### src/rtl/mac_pkg.sv
// Shared types and default widths for the MAC accumulator datapath.
package mac_pkg;

    localparam int ACC_W_DEF = 40;
    localparam int CNT_W_DEF = 16;

    typedef enum logic [1:0] {
        ST_IDLE,
        ST_ACC,
        ST_DONE
    } acc_state_t;

endpackage

### src/rtl/acc_adder.sv
// ACC_W-bit unsigned add with carry-out; carry-in is always zero for accumulation.
module acc_adder #(
    parameter int ACC_W = 40
) (
    input  logic [ACC_W-1:0] a,
    input  logic [ACC_W-1:0] b,
    output logic [ACC_W-1:0] sum,
    output logic             cout
);

    cla_nbit #(.n(ACC_W)) u_cla (
        .a    (a),
        .b    (b),
        .cin  (1'b0),
        .s    (sum),
        .cout (cout)
    );

endmodule

### src/rtl/cla_nbit.sv
// Generic n-bit adder with carry-in/carry-out built from generate/propagate terms.
module cla_nbit #(
    parameter int n = 8
) (
    input  logic [n-1:0] a,
    input  logic [n-1:0] b,
    input  logic         cin,
    output logic [n-1:0] s,
    output logic         cout
);

    logic [n-1:0] g;
    logic [n-1:0] p;

    assign g = a & b;
    assign p = a ^ b;

    always_comb begin
        logic c;
        c = cin;
        s = '0;
        for (int i = 0; i < n; i++) begin
            s[i] = p[i] ^ c;
            c    = g[i] | (p[i] & c);
        end
        cout = c;
    end

endmodule

### src/rtl/mac_acc_stage.sv
// Accumulates 32-bit products into a wide sum and holds the result until accepted.
// Define ACC_SAT_EN to saturate the sum on carry-out instead of wrapping.
module mac_acc_stage
    import mac_pkg::*;
#(
    parameter int ACC_W = ACC_W_DEF,
    parameter int CNT_W = CNT_W_DEF
) (
    input  logic             clk,
    input  logic             rst_n,
    input  logic             in_clear,
    input  logic             in_valid,
    output logic             in_ready,
    input  logic [31:0]      in_prod,
    input  logic             in_last,
    output logic             out_valid,
    input  logic             out_ready,
    output logic [ACC_W-1:0] out_acc,
    output logic [CNT_W-1:0] out_cnt,
    output logic             out_ovf
);

    acc_state_t       state;
    logic [ACC_W-1:0] acc;
    logic [CNT_W-1:0] cnt;
    logic             ovf;
    logic [ACC_W-1:0] add_sum;
    logic             add_cout;
    logic [ACC_W-1:0] acc_next;
    logic [CNT_W-1:0] cnt_next;
    logic             beat;

    acc_adder #(.ACC_W(ACC_W)) u_add (
        .a    (acc),
        .b    ({{(ACC_W-32){1'b0}}, in_prod}),
        .sum  (add_sum),
        .cout (add_cout)
    );

`ifdef ACC_SAT_EN
    // Once pinned at all-ones, any non-zero product carries out again, so it stays pinned.
    assign acc_next = add_cout ? {ACC_W{1'b1}} : add_sum;
`else
    assign acc_next = add_sum;
`endif

    assign cnt_next = (cnt == {CNT_W{1'b1}}) ? cnt : cnt + CNT_W'(1);

    // All handshake outputs decode registered state only.
    assign in_ready  = (state != ST_DONE);
    assign out_valid = (state == ST_DONE);
    assign beat      = in_valid && in_ready;

    assign out_acc = acc;
    assign out_cnt = cnt;
    assign out_ovf = ovf;

    always_ff @(posedge clk or negedge rst_n) begin
        if (!rst_n) begin
            state <= ST_IDLE;
            acc   <= '0;
            cnt   <= '0;
            ovf   <= 1'b0;
        end else if (in_clear) begin
            state <= ST_IDLE;
            acc   <= '0;
            cnt   <= '0;
            ovf   <= 1'b0;
        end else begin
            case (state)
                ST_IDLE, ST_ACC: begin
                    if (beat) begin
                        acc   <= acc_next;
                        cnt   <= cnt_next;
                        ovf   <= ovf | add_cout;
                        state <= in_last ? ST_DONE : ST_ACC;
                    end
                end
                ST_DONE: begin
                    if (out_ready) begin
                        acc   <= '0;
                        cnt   <= '0;
                        ovf   <= 1'b0;
                        state <= ST_IDLE;
                    end
                end
                default: state <= ST_IDLE;
            endcase
        end
    end

endmodule
### config.mk
export PLATFORM = sky130hd
export DESIGN_NAME = mac_acc_stage
export DESIGN_NICKNAME = d
export VERILOG_FILES = /design/src/rtl/mac_pkg.sv /design/src/rtl/acc_adder.sv /design/src/rtl/cla_nbit.sv /design/src/rtl/mac_acc_stage.sv
export SDC_FILE = /design/constraint.sdc
export NUM_CORES = 1
export LEC_CHECK = 0
export CORE_ASPECT_RATIO = 1.75
export CORE_MARGIN = 10
export CORE_UTILIZATION = 35
export DETAILED_ROUTE_END_ITERATION = 7
export GPL_TIMING_DRIVEN = 0
export PLACE_DENSITY = 0.72
export SLEW_MARGIN = 5
export SYNTH_ARGS = -nofsm -noshare
export SYNTH_HDL_FRONTEND = slang
export SYNTH_SLANG_ARGS = --single-unit
### constraint.sdc
create_clock -name clk -period 15.5 [get_ports clk]
set_input_delay 1.55 -clock clk [delete_from_list [all_inputs] [get_ports clk]]
set_output_delay 1.55 -clock clk [all_outputs]
set_load 0.02 [all_outputs]
Word level (Yosys, flattened, before mapping)
Cells that the tools add are included.
{"block": "totals", "latchBits": 0, "regBits": 59, "word_cells": 157, "n_memories": 0, "mem_bits_rw": 0, "out_inout_bits": 59, "rom_bits": 0, "in_bits": 38}
{"block": "op_classes", "bitwise_logic": 120, "add_sub_neg": 1, "shift": 0, "n_eq_ne": 7, "div": 0, "magnitude_cmp": 0, "reduce_logical": 7, "n_mul": 0, "mux": 18}
{"operator": "two-way mux 40 bit", "n": 3}
{"operator": "case mux 40 bit (2 select lines)", "n": 1}
{"operator": "two-way mux 16 bit", "n": 4}
{"operator": "AND 40 x 32 -> 40 bit", "n": 1}
{"operator": "bitwise OR 1 bit", "n": 40}
{"operator": "bitwise XOR 40 x 32 -> 40 bit", "n": 1}
{"operator": "AND 1 bit", "n": 39}
{"operator": "bitwise XOR 1 bit", "n": 39}
{"operator": "case mux 16 bit (2 select lines)", "n": 1}
{"operator": "adder 16 x 1 -> 16 bit, second input constant", "n": 1}
{"operator": "equality test 16 bit, second input constant", "n": 1}
{"operator": "two-way mux 2 bit", "n": 4}
{"operator": "inequality test 3 bit, second input constant", "n": 2}
{"operator": "case mux 2 bit (2 select lines)", "n": 1}
{"operator": "AND reduction 4 bit", "n": 1}
{"operator": "two-way mux 1 bit", "n": 3}
{"operator": "inequality test 3 x 2 -> 1 bit, second input constant", "n": 1}
{"operator": "AND reduction 3 bit", "n": 1}
{"operator": "nonzero test 3 bit", "n": 1}
{"operator": "equality test 2 x 1 -> 1 bit, second input constant", "n": 1}
{"operator": "equality test 2 bit, second input constant", "n": 1}
{"operator": "zero test 2 bit", "n": 1}
{"operator": "inequality test 2 bit, second input constant", "n": 1}
{"operator": "case mux 1 bit (2 select lines)", "n": 1}
{"operator": "other kinds (3)", "n": 3}

Depth between registers and ports, before layout
Gate-level depths: netlist of run 1.
{"block": "depth", "depth_word": 83, "mapped_depth": 45, "mapped_depth_nobuf": 45}

Modules after synthesis
A second synthesis of run 1 with hierarchy kept.
{"block": "unflattened", "hier_cells": 348, "hier_area_um2": 3574.7}
{"module": "mac_acc_stage", "area_per_inst_um2": 2732.6, "seq_area_each_um2": 1476.4, "n_inst": 1, "cells_per_inst": 297}
{"module": "cla_nbit", "area_per_inst_um2": 838.3, "seq_area_each_um2": 0.0, "n_inst": 1, "cells_per_inst": 50}
{"module": "acc_adder", "area_per_inst_um2": 3.8, "seq_area_each_um2": 0.0, "n_inst": 1, "cells_per_inst": 1}

Worst setup path after synthesis of run 1
No wires, ideal clock.
{"block": "synth_path", "path_kind": "input port to flip-flop", "from": "input in_prod[0]", "to": "register acc[39] (netlist: out_acc[39])", "setup_time_ps": 121, "slack_ps": 569, "path_buffers": 0, "required_ps": 15379, "path_stages": 43, "arrival_ps": 14810, "path_cell_list": "ha_1 inv_1 fa_1 fa_1 fa_1 fa_1 fa_1 fa_1 fa_1 fa_1 fa_1 fa_1 fa_1 fa_1 fa_1 fa_1 fa_1 fa_1 [7 not listed] fa_1 fa_1 fa_1 fa_1 fa_1 fa_1 fa_1 fa_1 inv_1 ha_1 ha_1 ha_1 ha_1 ha_1 ha_1 ha_1 ha_1 a22o_1"}
{"block": "synth_between", "elab_chain_len": 81}
{"element": "start, declared", "line": "mac_acc_stage.sv:14", "text": "input logic [31:0] in_prod,"}
{"element": "AND 40 x 32 -> 40 bit", "line": "cla_nbit.sv:15", "text": "assign g = a & b;"}
{"element": "AND 1 bit", "line": "cla_nbit.sv:24", "text": "c = g[i] | (p[i] & c);"}
{"element": "bitwise OR 1 bit", "line": "cla_nbit.sv:24"}
{"element": "AND 1 bit", "line": "cla_nbit.sv:24"}
{"element": "bitwise OR 1 bit", "line": "cla_nbit.sv:24"}
{"element": "AND 1 bit", "line": "cla_nbit.sv:24"}
{"element": "bitwise OR 1 bit", "line": "cla_nbit.sv:24"}
{"element": "AND 1 bit", "line": "cla_nbit.sv:24"}
{"element": "[65 not listed]"}
{"element": "AND 1 bit", "line": "cla_nbit.sv:24"}
{"element": "bitwise OR 1 bit", "line": "cla_nbit.sv:24"}
{"element": "AND 1 bit", "line": "cla_nbit.sv:24"}
{"element": "bitwise OR 1 bit", "line": "cla_nbit.sv:24"}
{"element": "bitwise XOR 1 bit", "line": "cla_nbit.sv:23", "text": "s[i] = p[i] ^ c;"}
{"element": "two-way mux 40 bit", "line": "mac_acc_stage.sv:72", "text": "if (beat) begin"}
{"element": "case mux 40 bit (2 select lines)", "line": "mac_acc_stage.sv:70", "text": "case (state)"}
{"element": "two-way mux 40 bit", "line": "mac_acc_stage.sv:64", "text": "end else if (in_clear) begin"}
{"element": "end signal, assigned", "line": "mac_acc_stage.sv:73", "text": "acc <= acc_next;"}
{"element": "end, declared", "line": "mac_acc_stage.sv:24", "text": "logic [ACC_W-1:0] acc;"}
No other way between the ends. The select of a mux whose other input is x is not followed.
A chain may end at the register's enable or synchronous reset.

Worst setup path after layout of run 1
Same ends and word-level chain as after synthesis.

==> results of run 1 <==
[kinds of logic after synthesis]
family,Yosys count
buf+inv,79
compound gates,67
flops,59
simple gates,54
fa+ha+maj,41
xor+xnor,7
mux,1
[power by group through the flow]
stage	clock (uW)	combinational, uW	sequential, uW
2_1_floorplan	0	52.7	192
3_3_place_gp	0	120	177
3_5_place_dp	0	125	177
4_1_cts	204	127	175
5_1_grt	213	139	177
6_report	198	125	175
[through the flow]
| stage | util | setup slack (ps) |
|---|---|---|
| floorplan | - | 569 |
| global placement | 0.467 | -557 |
| detailed placement | 0.467 | -789 |
| CTS | 0.500 | 45.7 |
| global route | 0.502 | 7.33 |
| finish | 0.502 | 373 |
[cell type report]
class | count | area share
timing repair buffer | 95 | 0.193
inverter | 66 | 0.0505
sequential | 59 | 0.301
buffer | 13 | 0.0155
multi-input combinational | 170 | 0.348
clock inverter | 2 | 0.00714
tap | 125 | 0.0319
clock buffer | 13 | 0.0530
[cell usage in the layout (no fill, tap or decap), types with 2 or more instances in the layout]
cell type / netlist / layout
fa_1: 31 / 17
a21oi_1: 3 / 3
dfrtp_1: 59 / 59
a22o_1: 10 / 10
nor2_1: 18 / 18
inv_1: 66 / 66
nand3_1: 3 / 3
fa_2: 0 / 14
buf_4: 2 / 3
clkdlybuf4s50_1: 0 / 94
clkbuf_16: 0 / 9
nand2_1: 9 / 9
and2_1: 5 / 5
a311oi_1: 2 / 2
a2111oi_4: 3 / 3
buf_6: 2 / 2
clkbuf_1: 5 / 7
xor2_1: 3 / 3
and3_1: 6 / 6
o22ai_1: 31 / 31
o211ai_1: 3 / 3
a211oi_1: 2 / 2
buf_2: 4 / 4
xnor2_1: 4 / 4
a31oi_1: 4 / 4
clkbuf_8: 0 / 2
ha_1: 10 / 9
o21ai_0: 2 / 2
[state kept, by name (all words and copies together) (netlist names)]
name / count
out_acc: 40
out_cnt: 16
out_ovf: 1
state: 2
[path summary, 6_finish.rpt]
path | start | to | slack (ps)
min in group asynchronous | rst_n | out_acc[7] | 1310
worst max register to register | out_acc[0] | out_acc[39] | 1690
worst max-delay path | in_prod[0] | out_acc[39] | 370
worst min-delay path | out_ovf | out_ovf | 500
worst min register to register | out_ovf | out_ovf | 500
max in group asynchronous | rst_n | out_acc[33] | 13680
[synth_stat cells, drive strengths merged]
cell,instances,share of area
inv,66,0.071
dfrtp,59,0.43
fa,31,0.18
o22ai,31,0.056
nor2,18,0.019
a22o,10,0.025
ha,10,0.036
nand2,10,0.012
buf,8,0.017
and2,6,0.011
and3,6,0.011
clkbuf,5,0.0054
a31oi,4,0.0072
nand3,4,0.0072
xnor2,4,0.010
a2111oi,3,0.024
a211oi,3,0.010
a21oi,3,0.0043
o211ai,3,0.0065
o21ai,3,0.0043
xor2,3,0.0076
a311oi,2,0.0051
and4,2,0.0058
a31o,1,0.0025
a41o,1,0.0029
and2b,1,0.0022
and3b,1,0.0029
mux2,1,0.0032
nand4,1,0.0018
nor3,1,0.0029
nor3b,1,0.0022
o22a,1,0.0025
o311a,1,0.0029
o311ai,1,0.0076
or2,1,0.0018
or2b,1,0.0022
or3,1,0.0018
[layer usage]
| layer | wire, um | part of all wire | GRT usage |
|---|---|---|---|
| met2 | 4660 | 0.53 | 0.215 |
| met5 | 0 | 0 | 0 |
| met3 | 637 | 0.073 | 0.0498 |
| met4 | 142 | 0.016 | 0.0511 |
| met1 | 3280 | 0.38 | 0.143 |
[timing repair]
item,in CTS,in global routing
resized for setup,11,5
hold endpoints to repair,0,0
hold buffers,0,0
pin swaps,0,0
setup endpoints to repair,4,3
[tightest hold or removal path: stages, from the launching register on]
cell and delay, ps:
dfrtp_1 340, nor2_1 50, nor2_1 70
==> out/qor.yml, run 1 <==
timing:
  relSlewSlack: 0.484
  worst_slew_pin_slew_ps: 774
  hold_ws_ps: 496
  finalSetupViolCount: 0
  finalCriticalPeriod_ps: 15130
  maxSlewViolCount: 0
  tns_ps: 0
  fmax_mhz: 66.1
  fin_crit_sh: 0.976
  finalClockSkew_ps: 8.73
  hold_viol: 0
  rsz0062_at_grt: "false"
logic_synthesis:
  yosysSeqAreaShare: 0.426
  synthAdderAreaFrac: 0.215
  synth.mux.area_fraction: 0.00325
  synth_compound_area_frac: 0.161
  synth-seq-cells: 59
  synthXorXnorAreaFrac: 0.0177
  syn_area_sq_um: 3470
  synth-simple-area-share: 0.0837
  synthCells: 308
  synth.avg_cell_area_sq_um: 11.3
  synth_cell_types: 45
  synth_top_family_by_area: "adder cells"
  ys.warnings.count: 0
  syn-num-nets: 387
die:
  pin_count: 97
  initial_core_util: 0.354
  die_h_um: 152
  fp.dieW_um: 95.2
  die_area_sq_um: 14400
  core_sq_um: 9790
  row_count: 48
clock_tree:
  cts_max_path_buffers: 2
  cts-root-buf: "clkbuf_16"
  clk_pin_slew_worst_paths_ps: 50
  postCtsSetupBuffers: 0
  clock_latency_ps: 330
  numCtsBuffers: 9
  htreeDepth: 3
  cts_tree: "done"
  cts_sinks: 59
critical_path:
  max_stage_delay_ps: 460
  cp-end-kind: "flip-flop"
  slowest_stage: "clkdlybuf4s50_1"
  worstSetupPathDepth: 44
  crit_fanout: 1
  worst_path_most_repeated_cell: "fa_1"
  arrival_ps: 15340
  crit_buf_inv: 3
  reg2regPathDepth: 43
  cp_top_family: "adder cells"
  crit_path_start_kind: "primary input"
  cp.required_ps: 15710
  path_class: "primary input to flip-flop"
detailed_routing:
  drc: 0
  avgViaCountPerCell: 4.82
  first_pass_iters: 4
  drt-total-wl_um: 8720
  wire_per_inst_um: 16.0
  vias: 2619
  ant_nets: 0
  first_iter_violations: 79
power_and_ir_drop:
  intPower_uw: 358
  leakage_uw: 0.00211
  p_sw_frac: 0.281
  power_frac_seq: 0.351
  peakVddDrop_mv: 0.0574
  power_density_nw_per_um2: 101
  p_sw_uw: 140
  power_frac_clock: 0.398
  pwr-share-comb: 0.251
  power_uw: 498
finish:
  drive_gt1_frac: 0.122
  insertedDiodeCount: 0
  finalNonFillerCells: 543
  final_nets: 493
  postLayoutCellArea_sq_um: 4910
  nFillCells: 885
  multi_input_area_sq_um: 1710
  regArea_sq_um: 1480
  synthToLayoutAreaGrowth_pct: 41.6
grt:
  grt_max_degree: 60
  grt_pass1_vias: 2863
  grt_pass1_wl_um: 14400
  grt_antenna_before_repair: 0
  gr-total-overflow: 0
  grtUsageTotal: 0.129
placement:
  dp_hpwl_um: 6830
  dp_cells: 528
  placed_area_sq_um: 4570
  gp_congestion: 0.815
  port_buffers: 95
status:
  status: "finished, final reports clean"
flow_run:
  drv_cap: 0
worst_hold_path:
  hold_class: "flip-flop to flip-flop"
  hold_depth: 2
Power figures use the tool's default switching activity.
==> run 2, diff against run 1 <==
- CELL_PAD_IN_SITES_DETAIL_PLACEMENT: unset -> 1
- CELL_PAD_IN_SITES_GLOBAL_PLACEMENT: unset -> 1
- CORE_UTILIZATION: 35 -> 34
- PLACE_DENSITY: 0.72 -> 0.87
- clock period: 15.5 -> 12.1 ns (I/O delays scaled with it)
==> run 2 against run 1 <==
The flow now finishes with violations (setup timing). Register-to-register slack worse by 2600 ps. Critical path depth unchanged. Flip-flop and latch count unchanged. Total power up 28%. Wire length up 19%. Global-route usage up 1.9 points. Combinational power up 37%. Die area up 2.4%.
==> out/qor.yml, run 2 (synthesis results as in run 1) <==
power_and_ir_drop:
  power_frac_clock: 0.379
  power_density_nw_per_um2: 127
  intPower_uw: 447
  leakage_uw: 0.00208
  p_sw_frac: 0.300
  peakVddDrop_mv: 0.0733
  power_frac_seq: 0.352
  p_sw_uw: 192
  pwr-share-comb: 0.268
timing:
  hold_ws_ps: 509
  finalClockSkew_ps: 7.89
  post-route-worst-setup-slack_ps: -1400
  fin_crit_sh: 1.12
  maxSlewViolCount: 0
  finalCriticalPeriod_ps: 13500
  rsz0062_at_grt: "true"
  hold_viol: 0
  relSlewSlack: 0.467
  worst_slew_pin_slew_ps: 799
  finalSetupViolCount: 10
  fmax_mhz: 74.1
clock_tree:
  cts-root-buf: "clkbuf_16"
  clock_latency_ps: 330
  cts_tree: "done"
  cts_max_path_buffers: 2
  clk_pin_slew_worst_paths_ps: 50
  cts_sinks: 59
  cts.hold.buffers_added: 0
  numCtsBuffers: 9
  htreeDepth: 3
finish:
  synthToLayoutAreaGrowth_pct: 45.5
  final_common_cell: "clkdlybuf4s50_1"
  drive_gt1_frac: 0.196
  final_nets: 493
  layout_common_cells: "clkdlybuf4s50_1, inv_1, dfrtp_1"
  nFillCells: 1060
  finalCoreUtilization: 0.509
  largest_reg_flops: 40
critical_path:
  worst_path_most_repeated_cell: "fa_2"
  cp.required_ps: 12320
  max_stage_delay_ps: 370
  crit_path_start_kind: "primary input"
  slowest_stage: "fa_2"
  path_class: "primary input to flip-flop"
  arrival_ps: 13720
  crit_fanout: 1
  cp-end-kind: "flip-flop"
detailed_routing:
  avgViaCountPerCell: 5.01
  first_iter_violations: 77
  ant_nets: 0
  first_pass_iters: 4
  wire_per_inst_um: 19.0
  drc: 0
  drt-total-wl_um: 10300
  vias: 2725
worst_hold_path:
  hold_class: "flip-flop to flip-flop"
status:
  status: "finished, violations left"
  violations: "setup timing"
die:
  initial_core_util: 0.350
  pin_count: 97
  fp.dieW_um: 96.3
  core_sq_um: 9910
  die_area_sq_um: 14800
  row_count: 48
  die_h_um: 154
placement:
  gp_congestion: 0.766
  port_buffers: 95
  dp_hpwl_um: 7950
grt:
  grt_util_met1: 0.140
  grt_max_degree: 60
  grt_pass1_vias: 3197
  grtUsageTotal: 0.148
  gr-total-overflow: 0
  grt_pass1_wl_um: 16800
  grt_antenna_before_repair: 1
  met3_usage: 0.0561
  use_met2: 0.265
  busiest_layer: "met2"
flow_run:
  drv_cap: 0
[run 2: layout make-up]
cell class	count	area, sq um	share of cell area
antenna	1	2.50	0.000496
buffer	13	76.3	0.0151
clock buffer	13	270	0.0536
clock inverter	2	10.0	0.00198
inverter	66	248	0.0491
multi-input combinational	170	1860	0.369
sequential	59	1480	0.293
tap	125	156	0.0310
timing repair buffer	95	945	0.187
[run 2: metal layers]
metal | part of all wire | vias to the layer above | wire length, um
met5 | 0 | - | 0
met4 | 0.032 | 0 | 329
met3 | 0.071 | 19 | 731
met2 | 0.57 | 73 | 5850
met1 | 0.33 | 1390 | 3420
li1 | - | 1243 | -
[run 2: worst max-delay path: cells and delay by family]
family | cells | cell delay (ps)
adders and majority gates | 40 | 12100
AOI/OAI and AO/OA | 1 | 190
buffers and inverters | 3 | 180
[run 2: path summary, 6_finish.rpt]
check | start | to | slack [ps] | depth (start not counted)
setup / recovery | in_prod[0] | out_acc[39] | -1400 | 44
hold / removal | out_ovf | out_ovf | 510 | 2
setup reg to reg | out_acc[0] | out_acc[39] | -890 | 43
hold reg to reg | out_ovf | out_ovf | 510 | 2
max in group asynchronous | rst_n | out_cnt[8] | 10610 | 1
min in group asynchronous | rst_n | out_acc[27] | 960 | 1
[run 2: repair_timing]
action | in CTS | in global routing
setup endpoints to repair | 12 | 11
cloned | 0 | 0
setup buffers | 0 | 0
pin swaps | 1 | 0
resized for setup | 9 | 0
[run 2: metrics by stage]
stage          power [uW]  setup slack, ps  std cells  setup TNS, ps  cell area [sq um]
2_1_floorplan         320            -1140        308          -6860               3660
6_report              638            -1400        544          -9300               5050
3_5_place_dp          400            -2180        528         -18370               4770
4_1_cts               648            -1430        543          -9560               5040
3_3_place_gp          388            -2040        528         -16660               4770
5_1_grt               675            -1620        544         -11040               5050
[run 2: power groups by stage]
stage	Clock (uW)	Sequential, uW	Combinational (uW)
after global routing	259	227	189
after floorplan	0	247	73.9
after detailed placement	0	228	173
after global placement	0	227	162
after CTS	248	225	175
final	242	225	171
